`config.mk`:
```
export PLATFORM = sky130hd
export DESIGN_NAME = inst_fetch_queue
export DESIGN_NICKNAME = d
export VERILOG_FILES = /design/src/rtl/inst_fetch_queue.sv
export SDC_FILE = /design/constraint.sdc
export NUM_CORES = 1
export LEC_CHECK = 0
export BUFFER_PORTS_ARGS = -buffer_cell sky130_fd_sc_hd__buf_2
export CAP_MARGIN = 20
export CORE_MARGIN = 2
export CORE_UTILIZATION = 45
export CTS_CLUSTER_DIAMETER = 200
export DETAILED_ROUTE_END_ITERATION = 10
export PLACE_DENSITY = 0.7
export SETUP_SLACK_MARGIN = 0.05
export SYNTH_ARGS = -nofsm -noshare
export SYNTH_HDL_FRONTEND = slang
export SYNTH_SLANG_ARGS = --single-unit
```
`constraint.sdc`:
```
create_clock -name clk -period 2.3 [get_ports clk]
set_clock_uncertainty 0.2 [all_clocks]
set_input_delay 0.115 -clock clk [delete_from_list [all_inputs] [get_ports clk]]
set_output_delay 0.115 -clock clk [all_outputs]
set_load 0.05 [all_outputs]
```
`src/rtl/inst_fetch_queue.sv`:
```
// inst_fetch_queue: circular {pc, instruction} FIFO between fetch and decode.
// Holds fetched instructions while decode stalls; flush empties it on a redirect.
// in_ready and out_valid are decoded from the count register only, so neither
// has a combinational path from deq_stall or flush.
module inst_fetch_queue #(
  parameter int DEPTH      = 4,
  parameter int ADDR_WIDTH = 32,
  parameter int DATA_WIDTH = 32
) (
  input  logic                       clk,
  input  logic                       rst,
  input  logic                       in_valid,
  input  logic [ADDR_WIDTH-1:0]      in_pc,
  input  logic [DATA_WIDTH-1:0]      in_data,
  output logic                       in_ready,
  input  logic                       flush,
  input  logic                       deq_stall,
  output logic                       out_valid,
  output logic [ADDR_WIDTH-1:0]      out_pc,
  output logic [DATA_WIDTH-1:0]      out_data,
  output logic [$clog2(DEPTH):0]     occupancy
);

  localparam int PTR_W = $clog2(DEPTH);
  localparam int CNT_W = PTR_W + 1;
  localparam logic [CNT_W-1:0] FULL_CNT = CNT_W'(DEPTH);

  // Entry storage; never cleared, because out_valid gates everything it shows.
  logic [ADDR_WIDTH-1:0] r_pc_mem   [DEPTH];
  logic [DATA_WIDTH-1:0] r_data_mem [DEPTH];

  logic [PTR_W-1:0] r_head;
  logic [PTR_W-1:0] r_tail;
  logic [CNT_W-1:0] r_count;

  logic w_push;
  logic w_pop;
  logic w_clear;

  assign in_ready  = (r_count != FULL_CNT);
  assign out_valid = (r_count != '0);
  assign occupancy = r_count;

  // A full queue refuses pushes; an empty queue ignores deq_stall entirely.
  assign w_push  = in_valid && in_ready;
  assign w_pop   = out_valid && !deq_stall;
  assign w_clear = rst || flush;

  // Head entry is shown only when valid; otherwise the outputs are forced to zero.
  always_comb begin
    out_pc   = '0;
    out_data = '0;
    if (out_valid) begin
      out_pc   = r_pc_mem[r_head];
      out_data = r_data_mem[r_head];
    end
  end

  // Capture the fetched pair at the tail; a push in a flush/reset cycle is dropped.
  always_ff @(posedge clk) begin
    if (w_push && !w_clear) begin
      r_pc_mem[r_tail]   <= in_pc;
      r_data_mem[r_tail] <= in_data;
    end
  end

  // Pointer and count update; reset and flush both empty the queue and rewind to 0.
  // DEPTH is a power of two, so pointer overflow is exactly the wrap DEPTH-1 -> 0.
  always_ff @(posedge clk) begin
    if (w_clear) begin
      r_head  <= '0;
      r_tail  <= '0;
      r_count <= '0;
    end else begin
      if (w_push) begin
        r_tail <= r_tail + 1'b1;
      end
      if (w_pop) begin
        r_head <= r_head + 1'b1;
      end
      if (w_push && !w_pop) begin
        r_count <= r_count + 1'b1;
      end else if (w_pop && !w_push) begin
        r_count <= r_count - 1'b1;
      end
    end
  end

endmodule

```
==> results.yml, run 1 <==
outcome:
  status: "finished with violations"
  violations: "negative setup slack"
sta:
  drv_slew: 0
  setup_viol: 62
  maxSlewHeadroom_pct: 52.1
  max_freq_mhz: 421
  fin_crit_ns: 2.37
  tightest_slew_ns: 0.716
  rsz0062_at_grt: "yes"
  setup_slack_ns: -0.0748
  setup-tns-final_ns: -2.70
  hold_viol: 0
  fin_crit_sh_pct: 103
grt:
  grt_use_total_pct: 18.2
  grt_overflow: 0
  antenna_found_initial: 0
  grt_pass1_wl_um: 33200
  grt_pass1_vias: 5897
  grt_start_max_net_pins: 66
clock_tree:
  insertion_delay_ns: 0.51
  clk_path_buf_depth: 3
  cts_tree: "done"
  cts_root_buffer: "clkbuf_16"
  clock_sinks: 265
  cts.clk_slew.worst_paths_ns: 0.06
  htreeDepth: 1
  cts_made_buffers: 27
place:
  post-place-ws_ns: -0.109
  port_buffers: 137
  place_congestion: 0.689
  dp_hpwl_um: 10700
  dpl_cell_area_sq_um: 11200
setup_path:
  arrival_ns: 2.06
  cp_top_family: "multiplexers"
  required_ns: 1.99
  slowest_delay_ns: 0.52
  cp-end-kind: "output port"
  timing.critical_path.buf_inv: 3
  path_class: "flip-flop to output port"
  crit_path_start_kind: "flip-flop"
  crit_fanout: 7
  cp_slowest_cell: "mux4_2"
  crit_chain: "buf_12 -> buf_16 -> mux4_2 -> and2_4 -> buf_6"
logic_synthesis:
  synth_edf_count: 256
  synth_ff_type: "edfxtp_1"
  ys_seq_area_share_pct: 77.4
  synth_most_common_cell: "edfxtp_1"
  synth.avg_cell_area_sq_um: 22.2
  synth_top_area_share_pct: 75.6
  ys_ff_latch: 265
  netlist_area_sq_um: 10200
  async_flop_share_pct: 0
  synth.largest_area_cell: "edfxtp_1"
  syn_inst: 457
  yosys-top-cells-area: "edfxtp_1 (76%), mux4_2 (14%), and2_1 (3.9%)"
  synth-warning-count: 0
  synth_fp_nets: 532
  yosys-top-cells-count: "edfxtp_1 (256), and2_1 (64), mux4_2 (64)"
  synth.distinct_cells: 26
pwr:
  power_frac_seq_pct: 45.3
  p_sw_share_pct: 24.5
  power_switching_mw: 2.91
  ir_drop_mv: 0.563
  leakagePower_nw: 4.80
  cellPowerDensity_nw_per_um2: 857
  p_total_mw: 11.9
  power.internal_mw: 8.97
  pwr-share-clk_pct: 37.2
  share_comb_of_total_power_pct: 17.4
cells_and_area:
  multi_input_area_sq_um: 2380
  num_antenna_cells: 0
  layout-drive-gt1-share_pct: 48.9
  syn_to_final_growth_pct: 36.4
  fill_cells: 1519
  nNetsFinal: 779
  post-route-cell-area_sq_um: 13900
  final-seq-area_sq_um: 7890
die:
  chipHeight_um: 154
  initial_core_util_pct: 46.2
  die_w_um: 154
  io_pins: 138
  die-area_sq_um: 23800
  core-area_sq_um: 22000
  num_rows: 54
detailed_routing:
  drtPass1Iterations: 5
  via_count: 5369
  wl_per_cell_um: 21.4
  drt_iter0_markers: 351
  drt_wl_total_um: 21500
  drc: 0
  via_per_inst: 5.35
  ant_nets: 0
run:
  drv_cap: 0
hold_path:
  hold_path_class: "input port to flip-flop"
## power by group through the flow
| stage | registers [mW] | clock network (mW) | logic [mW] |
|---|---|---|---|
| finish | 5.39 | 4.43 | 2.07 |
| global route | 5.39 | 4.70 | 2.17 |
| CTS | 5.39 | 4.52 | 2.00 |
| detailed placement | 5.49 | 0 | 1.43 |
| global placement | 5.48 | 0 | 1.42 |
| floorplan | 5.50 | 0 | 1.02 |
## worst paths after layout
check                      end  slack (ns)  cells after the start         start
max               out_data[28]       -0.07                      5     flip-flop
min          r_data_mem[3][11]        0.15                      2   in_data[11]
max reg2reg       occupancy[2]        0.08                      8  occupancy[1]
min reg2reg          flip-flop        0.32                      2     r_head[1]
## cells in the final DEF (no fill, tap or decap), types with 2 or more instances in the layout
master,instances
a21oi_1,3
and2_1,3
and2_4,62
and3_4,7
buf_12,7
buf_16,7
buf_2,73
buf_4,11
buf_6,61
buf_8,7
bufinv_16,5
clkbuf_1,7
clkbuf_16,28
clkinv_1,6
clkinv_4,2
dfxtp_1,4
dfxtp_4,5
dlygate4sd3_1,70
edfxtp_1,256
ha_1,4
inv_1,2
inv_2,2
mux4_2,64
nand4_1,2
nor2_1,3
o21ai_0,4
or3_1,2
## cell type report
type | count | area share [%]
multi-input cells | 168 | 17.1
repair buffers | 238 | 16.8
well taps | 280 | 2.53
clock inverters | 15 | 1.46
inverters | 4 | 0.108
flip-flops and latches | 265 | 56.9
clock buffers | 34 | 5.06
## per-stage QoR
step | cells | utilization [%] | hold slack [ns]
after floorplan | 457 | - | 0.0139
after global placement | 860 | 51.0 | 0.126
after detailed placement | 860 | 51.0 | 0.132
after CTS | 998 | 62.2 | 0.126
after global routing | 1004 | 62.9 | 0.151
final | 1004 | 62.9 | 0.148
## cells by family after synthesis
logic type | count (synthesis) | share of synthesized area [%]
DFF | 265 | 77.4
muxes | 65 | 14.3
xor gates and xnor gates | 2 | 0.172
buffers and inverters | 27 | 1.66
adders and majority gates | 6 | 0.812
and+or+nand+nor | 83 | 5.18
AOI/OAI and AO/OA | 9 | 0.517
## per-layer routing
metal	track usage (%)	wire, um
met5	0	0
met4	3.92	294
met3	3.17	1320
met2	30.8	10800
met1	25.1	9010
## flip-flops by register name, indices dropped and copies added, names as in the netlist, named ones only
signal	flops
occupancy	3
r_data_mem	128
r_pc_mem	128
r_head	2
r_tail	2
## timing repair
item | CTS | global route
hold buffers | 70 | 0
hold endpoints to repair | 265 | 0
pin swaps | 6 | 1
resized for setup | 197 | 25
setup endpoints to repair | 258 | 129
setup buffers | 11 | 5
cloned | 8 | 1
Power figures use the tool's default switching activity.
==> run 2: changes to the inputs <==
ABC_AREA = 1   (was not set)
CORE_UTILIZATION = 52   (was 45)
GPL_ROUTABILITY_DRIVEN = 1   (was not set)
PLACE_DENSITY = 0.79   (was 0.7)
==> run 2 against run 1 <==
  * The flow now finishes without violations
  * Synthesized area increased by 4.0%
  * Register-to-register slack gained 0.27 ns
  * Sequential power is essentially flat
  * Cell count increased by 39%
  * Critical endpoint is now out_data[19]
  * Largest power group unchanged
  * Highest routed layer unchanged
==> results.yml, run 2 <==
grt:
  grt_start_max_net_pins: 56
  met1_usage_pct: 25.5
  grt_use_met3_pct: 3.44
  grt_busiest_layer: "met2"
  grt_use_total_pct: 20.6
  grtUsageMet2_pct: 36.6
  grt_pass1_wl_um: 35100
  grt_pass1_vias: 7028
  grt_overflow: 0
  antenna_found_initial: 1
setup_path:
  crit_fanout: 32
  required_ns: 1.99
  cp-end-kind: "output port"
  r2r-start: "occupancy[0]"
  r2r_end: "occupancy[1]"
  r2r_cells: 8
  endpoint: "out_data[19]"
  path_class: "flip-flop to output port"
  rrSetupSlack_ns: 0.35
  arrival_ns: 1.90
  crit_path_start_kind: "flip-flop"
clock_tree:
  clk_path_buf_depth: 3
  cts_made_buffers: 26
  htreeDepth: 1
  cts_tree: "done"
  clock_sinks: 265
  cts_root_buffer: "clkbuf_16"
  cts.clk_slew.worst_paths_ns: 0.06
  insertion_delay_ns: 0.51
sta:
  setup_slack_ns: 0.0833
  setup_viol: 0
  tightest_slew_ns: 0.351
  fin_crit_sh_pct: 96.4
  whs_ns: 0.0672
  drv_slew: 0
  max_freq_mhz: 451
  maxSlewHeadroom_pct: 76.6
  rsz0062_at_grt: "yes"
  fin_crit_ns: 2.22
  hold_viol: 0
pwr:
  p_total_mw: 11.3
  cellPowerDensity_nw_per_um2: 813
  leakagePower_nw: 5.33
  ir_drop_mv: 0.691
cells_and_area:
  layout_common_cells: "nand2_1 (266), edfxtp_1 (256), nor2_1 (133)"
  layout-drive-gt1-share_pct: 25.4
  nNetsFinal: 1179
  final_common_cell: "nand2_1"
  instances_no_fill: 1394
  fin_util_pct: 69.4
  syn_to_final_growth_pct: 31.9
logic_synthesis:
  synth.avg_cell_area_sq_um: 11.9
  netlist_area_sq_um: 10600
  synth_most_common_cell: "nand2_1"
  ys_ff_latch: 265
  muxShareOfSynthArea_pct: 0
  synth_compound_area_share_pct: 6.48
  synth_simple_gate_area_share_pct: 14.8
  yosys-top-cells-count: "nand2_1 (267), edfxtp_1 (256), nor2_1 (138)"
  synth_xor_area_share_pct: 0
  ys_seq_area_share_pct: 74.4
  synth_top_area_share_pct: 72.7
  synth_fp_nets: 962
  synthAdderAreaFrac_pct: 0.781
  yosys-top-cells-area: "edfxtp_1 (73%), nand2_1 (9.5%), nor2_1 (4.9%)"
  syn_inst: 887
  synth_ff_type: "edfxtp_1"
  synth-warning-count: 0
  synth_top_family_by_area: "simple AND/OR/NAND/NOR gates"
  async_flop_share_pct: 0
  synth.largest_area_cell: "edfxtp_1"
  synth.distinct_cells: 19
  synth_edf_count: 256
place:
  port_buffers: 137
  place_congestion: 0.745
  post-place-ws_ns: 0.338
  dp_hpwl_um: 12400
  dp_cells: 1272
hold_path:
  hold_path_class: "input port to flip-flop"
  min_path_cells: 5
detailed_routing:
  via_count: 7059
  drc: 0
  ant_nets: 0
  drtPass1Iterations: 5
  drt_iter0_markers: 431
  wl_per_cell_um: 16.3
  drt_wl_total_um: 22700
  via_per_inst: 5.06
outcome:
  status: "completed"
die:
  chipHeight_um: 147
  io_pins: 138
  num_rows: 52
  initial_core_util_pct: 52.6
  core-area_sq_um: 20100
  die-area_sq_um: 21500
  die_w_um: 147
run:
  drv_cap: 0
run 2: cell count changes after synthesis, moves of 4 or more:
cell and delta:
a21oi_1 +67, and2_1 -63, and3_2 -4, buf_2 +11, buf_4 +9, inv_1 +12
mux4_2 -64, nand2_1 +266, nand3_1 +5, nor2_1 +135, o21ai_0 +58, o21ai_1 +4
run 2: final cells by class:
class | count | area [sq um]
fillers | 1300 | 6160
repair buffers | 237 | 2160
multi-input cells | 556 | 2640
clock buffers | 33 | 698
well taps | 270 | 338
inverters | 18 | 97.6
diodes | 1 | 2.50
clock inverters | 14 | 138
flip-flops and latches | 265 | 7880
run 2: layer usage:
layer	vias up	wire length (um)
met1	3367	9270
met2	182	11800
met3	37	1130
li1	3473	-
met5	-	0
met4	0	495
run 2: stage by stage:
step / setup TNS (ns) / area [sq um]
CTS: 0 / 13600
finish: 0 / 13900
global placement: 0 / 12000
detailed placement: 0 / 12000
global route: -0.0588 / 13900
floorplan: -69.72 / 10900
run 2: worst min path at each step:
| stage | end | from | slack [ns] |
|---|---|---|---|
| final | r_pc_mem[2][29] | flush | 0.07 |
| after global routing | r_pc_mem[2][26] | flush | 0.07 |
| after CTS | r_pc_mem[2][22] | flush | 0.07 |
| after detailed placement | r_pc_mem[3][27] | in_pc[27] | 0.13 |
| after global placement | r_pc_mem[3][21] | in_pc[21] | 0.13 |
| after floorplan | r_data_mem[0][0] | in_data[0] | 0.01 |
run 2: worst max-delay path: stages, from the launching register on:
cell and delay, ns:
dfxtp_4 0.35, buf_12 0.14, clkinv_8 0.12, buf_16 0.20, nand2_1 0.06, nand2_1 0.05, nand2_1 0.07, a21oi_2 0.19
buf_6 0.18
run 2: power breakdown:
| part | internal (mW) | total, mW | switching (mW) | leakage [nW] |
|---|---|---|---|---|
| clock network | 2.47 | 4.13 | 1.66 | 0.411 |
| logic | 0.621 | 1.83 | 1.21 | 2.53 |
| registers | 5.36 | 5.39 | 0.0239 | 2.39 |
| total | 8.45 | 11.3 | 2.90 | 5.33 |
run 2: cell families (layout without fill, tap and decap cells):
logic type               Yosys count  after routing
AO/OA/AOI/OAI                    137            137
adder cells (fa/ha/maj)            6              6
buffers and inverters             66            302
flip-flops                       265            265
other                              0              1
AND/OR/NAND/NOR                  413            413
run 2: what timing repair did:
| item | in CTS | in global routing |
|---|---|---|
| gates resized for setup | 44 | 113 |
| cloned | 0 | 1 |
| setup endpoints to repair | 64 | 65 |
| pin swaps | 0 | 2 |
| hold endpoints to repair | 265 | 0 |
| buffers inserted | 2 | 2 |
| hold buffers | 69 | 0 |
==> run 3: changes to the inputs <==
HOLD_SLACK_MARGIN = 0.1   (was not set)
==> run 3 against run 2 <==
  * Power decreased by 0.33%
  * Sequential power about the same
  * Cell count increased by 0.14%
  * Global-route usage about the same
  * Core utilization increased by 0.093 points
  * Critical path type unchanged
  * Critical endpoint is now out_pc[27]
  * Largest power group unchanged
==> results.yml, run 3 (synthesis gave the netlist of run 2 again) <==
outcome:
  status: "completed"
setup_path:
  arrival_ns: 1.89
  crit_fanout: 22
  r2r-start: "occupancy[0]"
  cp-end-kind: "output port"
  r2r_cells: 8
  rrSetupSlack_ns: 0.35
  r2r_end: "occupancy[1]"
  path_class: "flip-flop to output port"
  required_ns: 1.99
  crit_path_start_kind: "flip-flop"
cells_and_area:
  final_common_cell: "nand2_1"
  layout-drive-gt1-share_pct: 25.4
  syn_to_final_growth_pct: 32.0
  fill_cells: 1303
  layout_common_cells: "nand2_1 (266), edfxtp_1 (256), nor2_1 (134)"
  nNetsFinal: 1181
detailed_routing:
  drc: 0
  wl_per_cell_um: 16.5
  via_count: 7131
  drtPass1Iterations: 5
  drt_wl_total_um: 23000
  via_per_inst: 5.11
  drt_iter0_markers: 400
  ant_nets: 0
sta:
  maxSlewHeadroom_pct: 76.3
  hold_viol: 0
  fin_crit_sh_pct: 95.9
  setup_viol: 0
  rsz0062_at_grt: "yes"
  fin_crit_ns: 2.21
  drv_slew: 0
  max_freq_mhz: 453
  tightest_slew_ns: 0.356
  setup-tns-final_ns: 0
  setup_slack_ns: 0.0948
  whs_ns: 0.144
grt:
  grt_use_total_pct: 20.5
  grt_pass1_wl_um: 35000
  antenna_found_initial: 1
  grt_overflow: 0
  grt_pass1_vias: 7025
  grt_start_max_net_pins: 56
hold_path:
  hold_path_startpoint: "in_pc[24]"
  hold_path_class: "input port to flip-flop"
  min_path_cells: 2
  hold_end: "r_pc_mem[2][24]"
clock_tree:
  cts_tree: "done"
  cts_root_buffer: "clkbuf_16"
  cts_made_buffers: 26
  insertion_delay_ns: 0.51
  cts.clk_slew.worst_paths_ns: 0.06
  clk_path_buf_depth: 3
  htreeDepth: 1
  clock_sinks: 265
place:
  post-place-ws_ns: 0.338
  dp_hpwl_um: 12400
  port_buffers: 137
  place_congestion: 0.745
die:
  chipHeight_um: 147
  num_rows: 52
  die_w_um: 147
  io_pins: 138
  core-area_sq_um: 20100
  initial_core_util_pct: 52.6
  die-area_sq_um: 21500
pwr:
  cellPowerDensity_nw_per_um2: 810
  ir_drop_mv: 0.714
  leakagePower_nw: 5.36
run:
  drv_cap: 0
[run 3: routing by layer]
metal  share of wire, %  GRT usage, %  vias to the layer above
met1                 40          25.5                     3388
li1                   -             -                     3477
met4                2.3          7.14                        0
met2                 52          36.6                      227
met3                6.0          3.44                       39
met5                  0             0                        -
[run 3: final cells by class]
cell class                      instances  area (sq um)  area share (%)
Sequential cell                       265          7880            56.4
Multi-Input combinational cell        556          2630            18.9
Clock buffer                           33           698            5.00
Tap cell                              270           338            2.42
Clock inverter                         14           138           0.985
Antenna cell                            1          2.50          0.0179
Inverter                               18           109           0.779
Timing Repair Buffer                  239          2170            15.5
[run 3: repair_timing]
action	CTS	global route
gates cloned	0	3
hold endpoints to repair	274	0
endpoints found under the setup margin	64	64
setup buffers	2	2
resized for setup	44	101
pin swaps	0	1
hold buffers	69	0
[run 3: critical path, cell delays in order (launching register included)]
cell and delay (ns):
dfxtp_4 0.35, buf_12 0.15, buf_8 0.19, nor2_1 0.08, nor2_1 0.11, o21ai_0 0.12
a21oi_2 0.15, buf_4 0.22
[run 3: worst max-delay path by stage]
stage	start	to	slack [ns]	cells past startpoint
after CTS	flip-flop	out_data[31]	0.01	7
after global placement	occupancy[1]	occupancy[1]	0.41	8
final	flip-flop	out_pc[27]	0.09	7
after detailed placement	flip-flop	out_pc[5]	0.34	6
after floorplan	occupancy[0]	r_data_mem[0][0]	-0.29	5
after global routing	flip-flop	out_pc[28]	-0.009	7
[run 3: metrics by stage]
step / total power, mW / cells / area [sq um] / utilization [%]
2_1_floorplan: 6.56 / 887 / 10900 / -
3_3_place_gp: 6.97 / 1272 / 12000 / 59.5
3_5_place_dp: 6.99 / 1272 / 12000 / 59.5
4_1_cts: 11.2 / 1390 / 13600 / 67.7
5_1_grt: 11.7 / 1396 / 14000 / 69.5
6_report: 11.3 / 1396 / 14000 / 69.5
[run 3: where the power goes]
part	total, mW	internal (mW)	leakage (nW)	switching (mW)
Clock	4.13	2.47	0.411	1.67
Sequential	5.39	5.36	2.39	0.0239
Combinational	1.79	0.590	2.56	1.20
Total	11.3	8.42	5.36	2.89
